==> config.mk <==
export PLATFORM = sky130hd
export DESIGN_NAME = ll_fifo_scheduler
export DESIGN_NICKNAME = d
export VERILOG_FILES = /design/src/rtl/ll_fifo_scheduler.sv
export SDC_FILE = /design/constraint.sdc
export NUM_CORES = 1
export LEC_CHECK = 0
export BUFFER_PORTS_ARGS = -buffer_cell sky130_fd_sc_hd__buf_2
export CAP_MARGIN = 20
export CELL_PAD_IN_SITES_DETAIL_PLACEMENT = 0
export CELL_PAD_IN_SITES_GLOBAL_PLACEMENT = 1
export CORE_UTILIZATION = 38
export DETAILED_ROUTE_END_ITERATION = 8
export GPL_TIMING_DRIVEN = 0
export PLACE_DENSITY = 0.89
export SYNTH_ARGS = -nofsm -noshare
export SYNTH_HDL_FRONTEND = slang
export SYNTH_SLANG_ARGS = --single-unit
==> constraint.sdc <==
create_clock -name clk -period 6.1 [get_ports clk]
set_clock_uncertainty 0.2 [all_clocks]
set_input_delay 1.83 -clock clk [delete_from_list [all_inputs] [get_ports clk]]
set_output_delay 1.83 -clock clk [all_outputs]
set_load 0.03 [all_outputs]
==> src/rtl/ll_fifo_scheduler.sv <==
// ll_fifo_scheduler
//
// Round-robin push/pop scheduler in front of linked_list_fifo. NUM_FIFOS
// virtual FIFOs share one DEPTH-entry pool. Each cycle at most one producer
// is granted a push and at most one consumer a pop. A per-FIFO occupancy
// quota keeps a single requester from taking every pool entry.
//
// Ports
//   clk, rst      clock, synchronous active-high reset
//   in_valid      per-producer data-available flags
//   in_data       producer data, producer i in slice [i*WIDTH +: WIDTH]
//   in_ready      one-hot (or zero) push grant, combinational
//   out_ready     per-consumer accept flags
//   out_valid     one-hot (or zero), registered, one cycle after ll_pop
//   out_data      registered popped data (holds between pops)
//   ll_push/ll_push_sel/ll_data_in   push command to linked_list_fifo
//   ll_pop/ll_pop_sel                pop command to linked_list_fifo
//   ll_full, ll_empty, ll_data_out   status and head data from linked_list_fifo
module ll_fifo_scheduler #(
  parameter int WIDTH     = 4,
  parameter int DEPTH     = 4,
  parameter int NUM_FIFOS = 2,
  parameter int QUOTA     = DEPTH - 1,
  parameter int SEL_WIDTH = $clog2(NUM_FIFOS)
) (
  input  logic                       clk,
  input  logic                       rst,
  input  logic [NUM_FIFOS-1:0]       in_valid,
  input  logic [NUM_FIFOS*WIDTH-1:0] in_data,
  output logic [NUM_FIFOS-1:0]       in_ready,
  input  logic [NUM_FIFOS-1:0]       out_ready,
  output logic [NUM_FIFOS-1:0]       out_valid,
  output logic [WIDTH-1:0]           out_data,
  output logic                       ll_push,
  output logic                       ll_pop,
  output logic [SEL_WIDTH-1:0]       ll_push_sel,
  output logic [SEL_WIDTH-1:0]       ll_pop_sel,
  output logic [WIDTH-1:0]           ll_data_in,
  input  logic                       ll_full,
  input  logic [NUM_FIFOS-1:0]       ll_empty,
  input  logic [WIDTH-1:0]           ll_data_out
);

  localparam int CW = $clog2(DEPTH) + 1;
  localparam logic [CW-1:0] QUOTA_C = CW'(QUOTA);
  localparam logic [CW-1:0] DEPTH_C = CW'(DEPTH);

  logic [CW-1:0]        count [NUM_FIFOS];
  logic [CW-1:0]        total;
  logic [SEL_WIDTH-1:0] push_rr;
  logic [SEL_WIDTH-1:0] pop_rr;
  logic [NUM_FIFOS-1:0] push_elig;
  logic [NUM_FIFOS-1:0] pop_elig;
  logic [NUM_FIFOS-1:0] push_oh;
  logic [NUM_FIFOS-1:0] pop_oh;

  // First requester at or after ptr, wrapping modulo NUM_FIFOS.
  function automatic logic [NUM_FIFOS-1:0] rr_pick(input logic [NUM_FIFOS-1:0] req,
                                                   input logic [SEL_WIDTH-1:0] ptr);
    int   idx;
    logic found;
    rr_pick = '0;
    found   = 1'b0;
    for (int k = 0; k < NUM_FIFOS; k++) begin
      idx = int'(ptr) + k;
      if (idx >= NUM_FIFOS) idx = idx - NUM_FIFOS;
      if (!found && req[idx]) begin
        rr_pick[idx] = 1'b1;
        found        = 1'b1;
      end
    end
  endfunction

  function automatic logic [SEL_WIDTH-1:0] oh_to_sel(input logic [NUM_FIFOS-1:0] oh);
    oh_to_sel = '0;
    for (int i = 0; i < NUM_FIFOS; i++)
      if (oh[i]) oh_to_sel = SEL_WIDTH'(i);
  endfunction

  // Pointer moves to winner+1 on a grant and holds otherwise.
  function automatic logic [SEL_WIDTH-1:0] next_ptr(input logic [NUM_FIFOS-1:0] oh,
                                                    input logic [SEL_WIDTH-1:0] ptr);
    next_ptr = ptr;
    for (int i = 0; i < NUM_FIFOS; i++)
      if (oh[i]) next_ptr = (i == NUM_FIFOS - 1) ? '0 : SEL_WIDTH'(i + 1);
  endfunction

  // Eligibility looks only at registered counts: an entry freed by a pop this
  // cycle becomes usable for a push on the next cycle, never the same one.
  always_comb begin
    for (int i = 0; i < NUM_FIFOS; i++) begin
      push_elig[i] = ~rst & in_valid[i] & (count[i] < QUOTA_C) & (total < DEPTH_C) & ~ll_full;
      pop_elig[i]  = ~rst & (count[i] != '0) & ~ll_empty[i] & out_ready[i];
    end
  end

  assign push_oh     = rr_pick(push_elig, push_rr);
  assign pop_oh      = rr_pick(pop_elig, pop_rr);
  assign in_ready    = push_oh;
  assign ll_push     = |push_oh;
  assign ll_pop      = |pop_oh;
  assign ll_push_sel = oh_to_sel(push_oh);
  assign ll_pop_sel  = oh_to_sel(pop_oh);

  always_comb begin
    // NOTE: assign a default before any conditional write so no latch is inferred.
    ll_data_in = '0;
    for (int i = 0; i < NUM_FIFOS; i++)
      if (push_oh[i]) ll_data_in = in_data[i*WIDTH +: WIDTH];
  end

  // NOTE: sequential state uses non-blocking assignments so every register
  // samples pre-edge values regardless of statement order.
  always_ff @(posedge clk) begin
    if (rst) begin
      // NOTE: the count array is control state, not data storage, so every
      // element is reset; the pool contents live in linked_list_fifo.
      for (int i = 0; i < NUM_FIFOS; i++) count[i] <= '0;
      total     <= '0;
      push_rr   <= '0;
      pop_rr    <= '0;
      out_valid <= '0;
      out_data  <= '0;
    end else begin
      // A same-FIFO push and pop cancel, leaving that count unchanged.
      for (int i = 0; i < NUM_FIFOS; i++)
        count[i] <= count[i] + CW'(push_oh[i]) - CW'(pop_oh[i]);
      total     <= total + CW'(ll_push) - CW'(ll_pop);
      push_rr   <= next_ptr(push_oh, push_rr);
      pop_rr    <= next_ptr(pop_oh, pop_rr);
      out_valid <= pop_oh;
      if (ll_pop) out_data <= ll_data_out;
    end
  end

`ifndef SYNTHESIS
  int cnt_sum;

  always_comb begin
    cnt_sum = 0;
    for (int i = 0; i < NUM_FIFOS; i++) cnt_sum = cnt_sum + int'(count[i]);
  end

  always @(posedge clk) begin
    if (!rst) begin
      for (int i = 0; i < NUM_FIFOS; i++) begin
        assert (count[i] <= QUOTA_C);
        assert ((count[i] == '0) == ll_empty[i]);
      end
      assert (cnt_sum == int'(total));
      assert (total <= DEPTH_C);
      if (ll_push) assert (!ll_full);
      if (ll_pop)  assert (!ll_empty[ll_pop_sel]);
    end
  end
`endif

endmodule

==> run_results.csv <==
group,metric,value,unit
drt,post_drt_wl_per_cell,11.2,µm
setup_path,cp-end-kind,"output pin",
clocking,ctsResizeCount,0,
clocking,ctsHoldBuffers,0,
synth,synth-edff-count,0,
synth,synth_top_area_share,32.3,%
global_route,grt_pass1_wl,3350,µm
clocking,cts_buffers,3,
clocking,cts_buffer_depth,2,
sta,final_min_period_over_clock_period,84.8,%
finish,drive_gt1_share,39.0,%
synth,syn_area,0.00105,mm²
sta,hold_slack,0.271,ns
power,ir_drop,138,µV
drt,wirelength,2060,µm
synth,synthTopCellsByArea,"dfxtp_1, ha_1, fa_1, inv_1, nand3_2",
setup_path,worstPathArrival,3.14,ns
global_route,antenna_found_initial,0,
floorplan,dieArea,0.00299,mm²
drt,firstDrtPassIters,4,
power,p_int,0.214,mW
synth,syn-mean-instance-area,9.25,µm²
global_route,grt_pass1_vias,797,
status,status,"complete, no violations",
floorplan,start_util,41.4,%
power,clkPwrFrac,18.4,%
synth,yosys.cell_count.top_type,"dfxtp_1",
clocking,cts_tree,"yes",
global_route,grt_overflow,0,
finish,syn_to_final_growth,23.1,%
synth,synth_nets,146,
sta,period_minus_slack,5.17,ns
synth,ys_ff_latch,17,
synth,yosys.area.top_type,"dfxtp_1",
clocking,clock-sinks,17,
drt,vias,874,
drt,drc_errors,0,
sta,setup_tns,0,ns
global_route,grtUsageTotal,15.9,%
drt,postRouteAntennaNets,0,
synth,yosysSeqAreaShare,32.3,%
placement,dpl.hpwl,1650,µm
setup_path,worstPathRequired,4.07,ns
placement,io_buffer_count,36,
sta,fmax,193,MHz
run,drv_cap,0,
power,cellPowerDensity,261,mW/mm²
floorplan,io_pins,37,
floorplan,core,0.00254,mm²
power,p_sw_share,36.8,%
synth,ys_top_cells_by_count,"dfxtp_1, inv_1, ha_1, nor2_1",
sta,hold_viol_final,0,
drt,drtIter0Drc,11,
worst_hold_path,hold_path.class,"reg2reg",
synth,syn_inst,114,
power,combPwrFrac,40.7,%
synth,yosys.cell_types.count,34,
sta,setup_ws,0.930,ns
sta,slew_viol_final,0,
clocking,postCtsSetupRepairBufs,0,
clocking,clk_latency,0.29,ns
finish,diodes,0,
placement,dp_slack,0.891,ns
clocking,clkSlewWorstSetupHoldPaths,0.10,ns
setup_path,crit_type,"in2out",
global_route,grt_max_degree,11,
floorplan,dieWidth,54.7,µm
sta,worst_pin_slew,0.528,ns
sta,relSlewSlack,64.5,%
floorplan,die_h,54.7,µm
synth,ys.flop_type,"dfxtp_1",
power,pwr-share-seq,40.9,%
drt,via_per_inst,4.75,
setup_path,start_kind,"input pin",
synth,ys_async_sr_fraction,0,%
sta,setup_viol,0,
placement,globalplace.congestion,0.754,
power,p_leak,0.627,nW
power,power.switching,0.125,mW
floorplan,row_count,18,
clocking,htreeDepth,1,
clocking,cts_root_buf,"clkbuf_4",
setup_path,worstPathMaxFanout,9,
finish,fin_nets,187,
sta,grt_setup_unrepaired,"false",
synth,yosysWarningCount,0,
-- final timing paths --
kind,from,endpoint,slack [ns],cells past startpoint
min,out_data[3],out_data[3],0.27,2
min reg2reg,out_data[3],out_data[3],0.27,2
max,rst,in_ready[0],0.93,5
max reg2reg,count[0][1],total[2],3.53,9
-- routing by layer --
| layer | vias to the layer above | routed length [µm] | track usage, % |
|---|---|---|---|
| li1 | 453 | - | - |
| met1 | 402 | 931 | 20.4 |
| met2 | 15 | 1050 | 25.5 |
| met3 | 4 | 58 | 3.61 |
| met4 | 0 | 16 | 5.98 |
| met5 | - | 0 | 0 |
-- critical path, cell delays in order --
cell,delay (ns)
buf_2,0.15
or3_1,0.37
buf_2,0.17
a211oi_1,0.35
buf_2,0.27
-- placed cells by master, fill, tap and decap left out, drive strengths merged --
master / Yosys / final
a32oi: 4 / 4
ha: 8 / 8
nand3: 4 / 4
inv: 15 / 15
or3: 3 / 3
nand2b: 1 / 1
clkbuf: 1 / 5
nor3: 2 / 2
and2b: 3 / 3
nor2: 8 / 8
nor4: 1 / 1
buf: 5 / 41
a311oi: 1 / 1
fa: 3 / 3
a211oi: 1 / 1
or3b: 2 / 2
xnor2: 4 / 4
nand3b: 1 / 1
dfxtp: 17 / 17
a21oi: 9 / 9
o22ai: 1 / 1
or2: 3 / 3
nand2: 7 / 7
nor2b: 8 / 8
and2: 2 / 2
-- metrics by stage --
stage	cell area [µm²]	total power [mW]	std cells	util (%)
finish	1300	0.338	184	51.0
global route	1300	0.364	184	51.0
CTS	1300	0.343	184	51.0
detailed placement	1270	0.281	180	50.0
global placement	1270	0.274	180	50.0
floorplan	1050	0.245	114	-
-- power groups by stage --
stage          logic (mW)  registers (mW)  clock network [mW]
2_1_floorplan       0.101           0.145                   0
3_3_place_gp        0.133           0.140                   0
3_5_place_dp        0.140           0.141                   0
4_1_cts             0.141           0.138              0.0637
5_1_grt             0.156           0.140              0.0671
6_report            0.138           0.138              0.0623
-- area by class of cell --
class	count	area, µm²
fillers	258	1250
multi-input cells	76	621
flip-flops and latches	17	340
repair buffers	36	180
inverters	15	56.3
plain buffers	6	37.5
well taps	30	37.5
clock buffers	4	26.3
-- registers in the layout, summed over array words and instances, names as in the netlist --
name,cells
count,6
out_data,4
out_valid,2
pop_rr,1
push_rr,1
total,3
-- logic make-up after synthesis --
family | count (synthesis) | synth area share, %
compound gates | 16 | 11.7
simple gates | 45 | 28.6
buf+inv | 21 | 8.90
fa+ha+maj | 11 | 15.2
flops | 17 | 32.3
xor+xnor | 4 | 3.32
Power figures use the tool's default switching activity.
